<file path="src/rtl/ysyx_22041461_exe_mem_buf.sv">
`default_nettype none
// ============================================================================
// Module   : ysyx_22041461_exe_mem_buf
// Brief    : Two-entry skid buffer between EXE and MEM with one-shot store
//            strobe and flush. Optional bypass tap: YSYX_22041461_EXEMEM_FWD_EN.
// Revision : 1.0 - initial release
// ============================================================================
module ysyx_22041461_exe_mem_buf (
    input  logic        clk,
    input  logic        rst,
    input  logic        flush,
    input  logic        EXE_valid,
    output logic        EXE_ready,
    input  logic [63:0] EXE_result,
    input  logic [63:0] EXE_rs2_data,
    input  logic [3:0]  EXE_mem_ctrl,
    input  logic [4:0]  EXE_rd,
    input  logic        EXE_rd_wen,
    input  logic        MEM_ready,
    output logic        MEM_valid,
    output logic        MEM_write_valid,
    output logic [63:0] MEM_EXE_in,
    output logic [63:0] MEM_rs2_data,
    output logic [3:0]  MEM_ctrl,
    output logic [4:0]  MEM_rd,
    output logic        MEM_rd_wen,
    output logic        fwd_valid,
    output logic        fwd_is_load,
    output logic [4:0]  fwd_rd,
    output logic [63:0] fwd_data
);

    // Memory op codes, mirroring the core's MEM_* macro encoding
    localparam logic [3:0] c_MEM_NONE = 4'd0;
    localparam logic [3:0] c_MEM_LB   = 4'd1;
    localparam logic [3:0] c_MEM_LH   = 4'd2;
    localparam logic [3:0] c_MEM_LW   = 4'd3;
    localparam logic [3:0] c_MEM_LD   = 4'd4;
    localparam logic [3:0] c_MEM_LBU  = 4'd5;
    localparam logic [3:0] c_MEM_LHU  = 4'd6;
    localparam logic [3:0] c_MEM_LWU  = 4'd7;
    localparam logic [3:0] c_MEM_SB   = 4'd8;
    localparam logic [3:0] c_MEM_SH   = 4'd9;
    localparam logic [3:0] c_MEM_SW   = 4'd10;
    localparam logic [3:0] c_MEM_SD   = 4'd11;

    logic        r_h_valid;
    logic [63:0] r_h_result;
    logic [63:0] r_h_rs2;
    logic [3:0]  r_h_ctrl;
    logic [4:0]  r_h_rd;
    logic        r_h_rd_wen;

    logic        r_s_valid;
    logic [63:0] r_s_result;
    logic [63:0] r_s_rs2;
    logic [3:0]  r_s_ctrl;
    logic [4:0]  r_s_rd;
    logic        r_s_rd_wen;

    logic        w_accept;
    logic        w_pop;
    logic        w_h_is_store;

    assign EXE_ready = !r_s_valid;
    assign w_accept  = EXE_valid && !r_s_valid;
    assign w_pop     = r_h_valid && MEM_ready;

    always_comb begin
        w_h_is_store = 1'b0;
        case (r_h_ctrl)
            c_MEM_SB, c_MEM_SH, c_MEM_SW, c_MEM_SD: w_h_is_store = 1'b1;
            default:                                w_h_is_store = 1'b0;
        endcase
    end

    always_ff @(posedge clk) begin
        if (rst) begin
            r_h_valid  <= 1'b0;
            r_h_result <= 64'd0;
            r_h_rs2    <= 64'd0;
            r_h_ctrl   <= c_MEM_NONE;
            r_h_rd     <= 5'd0;
            r_h_rd_wen <= 1'b0;
            r_s_valid  <= 1'b0;
            r_s_result <= 64'd0;
            r_s_rs2    <= 64'd0;
            r_s_ctrl   <= c_MEM_NONE;
            r_s_rd     <= 5'd0;
            r_s_rd_wen <= 1'b0;
        end else if (flush) begin
            // Payloads are left untouched; only the valid bits are killed.
            r_h_valid <= 1'b0;
            r_s_valid <= 1'b0;
        end else if (!r_h_valid) begin
            if (w_accept) begin
                r_h_valid  <= 1'b1;
                r_h_result <= EXE_result;
                r_h_rs2    <= EXE_rs2_data;
                r_h_ctrl   <= EXE_mem_ctrl;
                r_h_rd     <= EXE_rd;
                r_h_rd_wen <= EXE_rd_wen;
            end
        end else if (!r_s_valid) begin
            if (w_accept && w_pop) begin
                r_h_result <= EXE_result;
                r_h_rs2    <= EXE_rs2_data;
                r_h_ctrl   <= EXE_mem_ctrl;
                r_h_rd     <= EXE_rd;
                r_h_rd_wen <= EXE_rd_wen;
            end else if (w_accept) begin
                r_s_valid  <= 1'b1;
                r_s_result <= EXE_result;
                r_s_rs2    <= EXE_rs2_data;
                r_s_ctrl   <= EXE_mem_ctrl;
                r_s_rd     <= EXE_rd;
                r_s_rd_wen <= EXE_rd_wen;
            end else if (w_pop) begin
                r_h_valid <= 1'b0;
            end
        end else if (w_pop) begin
            r_s_valid  <= 1'b0;
            r_h_result <= r_s_result;
            r_h_rs2    <= r_s_rs2;
            r_h_ctrl   <= r_s_ctrl;
            r_h_rd     <= r_s_rd;
            r_h_rd_wen <= r_s_rd_wen;
        end
    end

    assign MEM_valid    = r_h_valid;
    assign MEM_EXE_in   = r_h_result;
    assign MEM_rs2_data = r_h_rs2;
    assign MEM_ctrl     = r_h_ctrl;
    assign MEM_rd       = r_h_rd;
    assign MEM_rd_wen   = r_h_rd_wen;

    // Strobe only in the pop cycle, so a stalled store cannot write twice.
    assign MEM_write_valid = r_h_valid && MEM_ready && !flush && !rst && w_h_is_store;

`ifdef YSYX_22041461_EXEMEM_FWD_EN
    logic w_h_is_load;

    always_comb begin
        w_h_is_load = 1'b0;
        case (r_h_ctrl)
            c_MEM_LB, c_MEM_LH, c_MEM_LW, c_MEM_LD,
            c_MEM_LBU, c_MEM_LHU, c_MEM_LWU: w_h_is_load = 1'b1;
            default:                         w_h_is_load = 1'b0;
        endcase
    end

    assign fwd_valid   = r_h_valid && r_h_rd_wen && (r_h_rd != 5'd0);
    assign fwd_is_load = w_h_is_load;
    assign fwd_rd      = r_h_rd;
    assign fwd_data    = r_h_result;
`else
    assign fwd_valid   = 1'b0;
    assign fwd_is_load = 1'b0;
    assign fwd_rd      = 5'd0;
    assign fwd_data    = 64'd0;
`endif

endmodule
`default_nettype wire

</file>
<file path="config.mk">
export PLATFORM = sky130hd
export DESIGN_NAME = ysyx_22041461_exe_mem_buf
export DESIGN_NICKNAME = d
export VERILOG_FILES = /design/src/rtl/ysyx_22041461_exe_mem_buf.sv
export SDC_FILE = /design/constraint.sdc
export NUM_CORES = 1
export LEC_CHECK = 0
export CAP_MARGIN = 20
export CORE_MARGIN = 5
export CORE_UTILIZATION = 50
export DETAILED_ROUTE_END_ITERATION = 16
export PLACE_DENSITY = 0.81
export SYNTH_ARGS = -nofsm -noshare
export SYNTH_HDL_FRONTEND = slang
export SYNTH_SLANG_ARGS = --single-unit
</file>
<file path="constraint.sdc">
create_clock -name clk -period 1.95 [get_ports clk]
set_clock_uncertainty 0.1 [all_clocks]
set_input_delay 0.195 -clock clk [delete_from_list [all_inputs] [get_ports clk]]
set_output_delay 0.195 -clock clk [all_outputs]
set_load 0.02 [all_outputs]
</file>
# == Word-level counts from Yosys, hierarchy flattened ==
# Index checks and enable logic that the tools add are counted.
# totals
ff_bits,278
in_bits,143
out_inout_bits,212
elab_cells,69
# op_classes
eq_ne,6
muxes,34
bitwise_logic,3
reduce_logical,14
# ops
cell,n
two-way mux 64 bit,10
two-way mux 5 bit,5
two-way mux 4 bit,5
"== test 4 bit, second input constant",4
two-way mux 1 bit,14
logical AND 1 bit,6
AND reduction 5 bit,1
AND reduction 4 bit,1
OR reduction 4 bit,1
logical NOT 1 bit,3
"inequality test 3 x 1 -> 1 bit, second input constant",1
"inequality test 3 x 2 -> 1 bit, second input constant",1
NOT 1 bit,3
nonzero test 2 bit,1
OR reduction 2 bit,1

# == Longest topological paths before layout ==
# logic_depth
depth_word,6
mapped_depth,7
ltp_nobuf,3

# == Worst setup path after synthesis ==
# No wires, ideal clock.
# synth_path
path_kind,register to output
start,"reg r_h_valid, in the netlist MEM_valid"
end,out MEM_write_valid
arrival_time_ps,1813
path_slack_ps,-158
path_stages_with_launch,6
cell_sequence,dfxtp_1 buf_4 nand2_2 buf_2 clkbuf_1 nor4b_1
# synth_via
elab_chain_cells,4
# synth_lines
item,line,source
from (decl),47,logic r_h_valid;
from (signal assigned),79,r_h_valid <= 1'b0;
from (signal assigned),93,r_h_valid <= 1'b0;
from (signal assigned),97,r_h_valid <= 1'b1;
logical AND 1 bit (4 in a row),139,assign MEM_write_valid = r_h_valid && MEM_ready && !flush && !rst && w_h_is_store;
to (decl),21,"output logic MEM_write_valid,"
# No other way between the ends.

# == Final worst setup path ==
# layout_path
start,reg r_s_valid
end,"reg r_h_result[2], in the netlist MEM_EXE_in[2]"
# layout_via
elab_chain_cells,5
elab_cells_between_ends,9
cone_classes,eq/ne (2); mux (2); reduce/logical (5)
# layout_lines
item,line,source
from (decl),54,logic r_s_valid;
from (signal assigned),85,r_s_valid <= 1'b0;
from (signal assigned),94,r_s_valid <= 1'b0;
from (signal assigned),112,r_s_valid <= 1'b1;
logical NOT 1 bit,n/a,
logical AND 1 bit,66,assign w_accept = EXE_valid && !r_s_valid;
logical AND 1 bit,105,if (w_accept && w_pop) begin
inequality test 3 x 1 -> 1 bit (no line),n/a,
AND reduction 4 bit (no line),n/a,
to (signal assigned),98,r_h_result <= EXE_result;
to (signal assigned),106,r_h_result <= EXE_result;
to (signal assigned),123,r_h_result <= r_s_result;
to (decl),48,logic [63:0] r_h_result;
# Parallel ways exist; a longest one is shown, timed or not.
# A chain may end at the register's enable or synchronous reset.

==> metrics.yaml <==
status:
  status: "complete, but fails checks"
  violations: "negative setup slack"
clock_network:
  h-tree-depth: 1
  cts_sinks: 278
  clock_path_buffers: 3
  cts.clk_slew.worst_paths_ns: 0.06
  insertion_delay_ns: 0.55
  cts_made_buffers: 30
  cts-root-buf: "clkbuf_16"
  tritoncts: "built"
critical_path:
  reg2reg_depth: 4
  endpoint_kind: "flop"
  r2r_start: "r_s_valid"
  cp-start-kind: "flop"
  critical_path_class: "flop to flop"
  r2r_end: "MEM_EXE_in[2]"
  cp_data_arrival_time_ns: 2.24
  cp_max_fo: 59
  setup.worst_path.end: "MEM_EXE_in[2]"
  cp.required_ns: 2.23
  cp-startpoint: "r_s_valid"
  r2r_slack_ns: -0.01
placed_design:
  io_buffers: 283
  gp_congestion: 0.812
  dpl-instance-area_um2: 17200
  post-place-ws_ns: -0.207
  dp_hpwl_um: 25600
logic_synthesis:
  synth_top_family_by_area: "compound AO/OA/AOI/OAI gates"
  synth_mux_area_share_pct: 0
  syn_area_um2: 14300
  synth.distinct_cells: 31
  synth_top_cell_area_share_pct: 38.9
  ys_ff_latch: 278
  yosys.area_share.simple_pct: 13.7
  synth_compound_area_share_pct: 33.0
  avgSynthCellArea_um2: 8.50
  synthCells: 1683
  synth_fa_ha_area_share_pct: 0
  synthXorXnorAreaFrac_pct: 0
  synth_top_area_cell: "dfxtp_1"
  yosysWarnings: 0
  yosysSeqAreaShare_pct: 38.9
  yosys-top-cells-area: "dfxtp_1, a2111oi_0, a21boi_0"
timing:
  finalSetupTns_ns: -0.0162
  tightestPinTransition_ns: 1.36
  period_share_pct: 101
  hold_viol: 0
  fmax_ghz: 0.510
  rsz0062_at_grt: "yes"
  slew_headroom_pct: 9.38
  setup_ws_ns: -0.0119
  holdWs_ns: 0.140
  finalCriticalPeriod_ns: 1.96
  slew_violations: 0
  setup_viol: 2
floorplan:
  initial_utilization_pct: 50.3
  die_h_um: 179
  io_pins: 355
  die_w_um: 179
  core_area_um2: 28500
  rows: 62
  dieArea_um2: 32100
global_route:
  grt_pass1_vias: 12600
  grt_pass1_wl_um: 66500
  grt_use_total_pct: 24.8
  overflow: 0
  grt_max_degree: 278
  antenna_found_initial: 6
route:
  wl_met1_um: 18600
  dr.max_layer_used: "met5"
  num_vias: 13900
  routedWlPerCell_um: 20.2
  viasPerCell: 6.12
  ant_nets: 0
  firstDrtPassIters: 5
  wl_met2_um: 21600
  drc: 0
  dr_wl_met3_um: 4030
  drt-total-wl_um: 45700
  drtIter0Drc: 1761
final_layout:
  drive_gt1_share_pct: 8.25
  finalInstanceArea_um2: 18700
  area_growth_pct: 30.4
  layout_commonest_cell: "clkdlybuf4s50_1"
  final_cell_mix: "clkdlybuf4s50_1, dfxtp_1, inv_1, a21oi_1"
  layout.nets: 1999
pwr:
  power.leakage_uw: 0.00671
  ir_worst_vdd_uv: 605
  p_per_area_nw_per_um2: 757
worst_hold_path:
  hold_class: "primary input to flop"
flow_run:
  maxCapViolations: 0
critical path, cell delays in order, from the launching register on:
cell and delay [ns]:
dfxtp_4 0.42, or2_4 0.31, buf_12 0.21, a2111oi_1 0.62, a211oi_1 0.11
report_power, final:
group          total, uW  internal (uW)  switching [uW]
Combinational       2350           1030            1310
Sequential          6050           5910             135
Clock               5730           3360            2360
Total              14100          10300            3810
flip-flops by register name (all words and copies together), names as in the netlist:
signal	flops
MEM_EXE_in	64
MEM_ctrl	4
MEM_rd	5
MEM_rd_wen	1
MEM_rs2_data	64
MEM_valid	1
r_s_ctrl	4
r_s_rd	5
r_s_rd_wen	1
r_s_result	64
r_s_rs2	64
r_s_valid	1
through the flow:
stage          power [uW]  instances  util (%)
2_1_floorplan        7430       1753         -
3_3_place_gp         8360       2196      60.5
3_5_place_dp         8400       2196      60.5
4_1_cts             14100       2253      64.0
5_1_grt             14600       2266      65.5
6_report            14100       2266      65.5
area by class of cell:
class,instances,area [um^2]
Fill cell,2299,9810
Sequential cell,278,5570
Inverter,139,522
Tap cell,384,480
Multi-Input combinational cell,1051,7160
Antenna cell,3,7.51
Timing Repair Buffer,356,3910
Clock buffer,44,915
Clock inverter,11,83.8
how the worst min path moves through the flow:
| stage | startpoint | slack [ns] | endpoint | cells after the start |
|---|---|---|---|---|
| floorplan | EXE_valid | 0.24 | r_s_valid | 2 |
| global placement | MEM_rs2_data[24] | 0.34 | MEM_rs2_data[24] | 2 |
| detailed placement | MEM_EXE_in[30] | 0.34 | MEM_EXE_in[30] | 2 |
| CTS | EXE_rd[1] | 0.12 | r_s_rd[1] | 3 |
| global route | EXE_result[17] | 0.14 | r_s_result[17] | 3 |
| finish | EXE_rd[1] | 0.14 | r_s_rd[1] | 3 |
layer usage:
metal | vias to the layer above | track usage [%]
met3 | 114 | 4.72
met1 | 6633 | 33.4
met5 | - | 0
li1 | 6370 | -
met2 | 744 | 39.4
met4 | 6 | 9.58
cells in the mapped netlist (all sizes together):
cell type and count:
a2111oi 138, a211oi 138, a21boi 138, a21o 1
a21oi 139, a22oi 1, and3 138, and4bb 1
buf 126, clkbuf 159, conb 1, dfxtp 278
inv 139, nand2 2, nand2b 1, nand3b 138
nand4bb 1, nor2 2, nor3 1, nor4b 1
o21ai 138, o21bai 1, or2 1
cells by family (layout without fill, tap and decap cells):
kind of cell | Yosys count | after routing
AO/OA/AOI/OAI | 694 | 694
flip-flops | 278 | 278
buffers and inverters | 424 | 550
other | 1 | 74
AND/OR/NAND/NOR | 286 | 286
timing repair:
action | 4_1_cts | 5_1_grt
hold buffers | 2 | 0
gates cloned | 0 | 6
setup endpoints to repair | 6 | 131
pin swaps | 0 | 1
gates resized for setup | 10 | 72
hold endpoints to repair | 1 | 0
setup buffers | 0 | 4
Power figures use the tool's default switching activity.
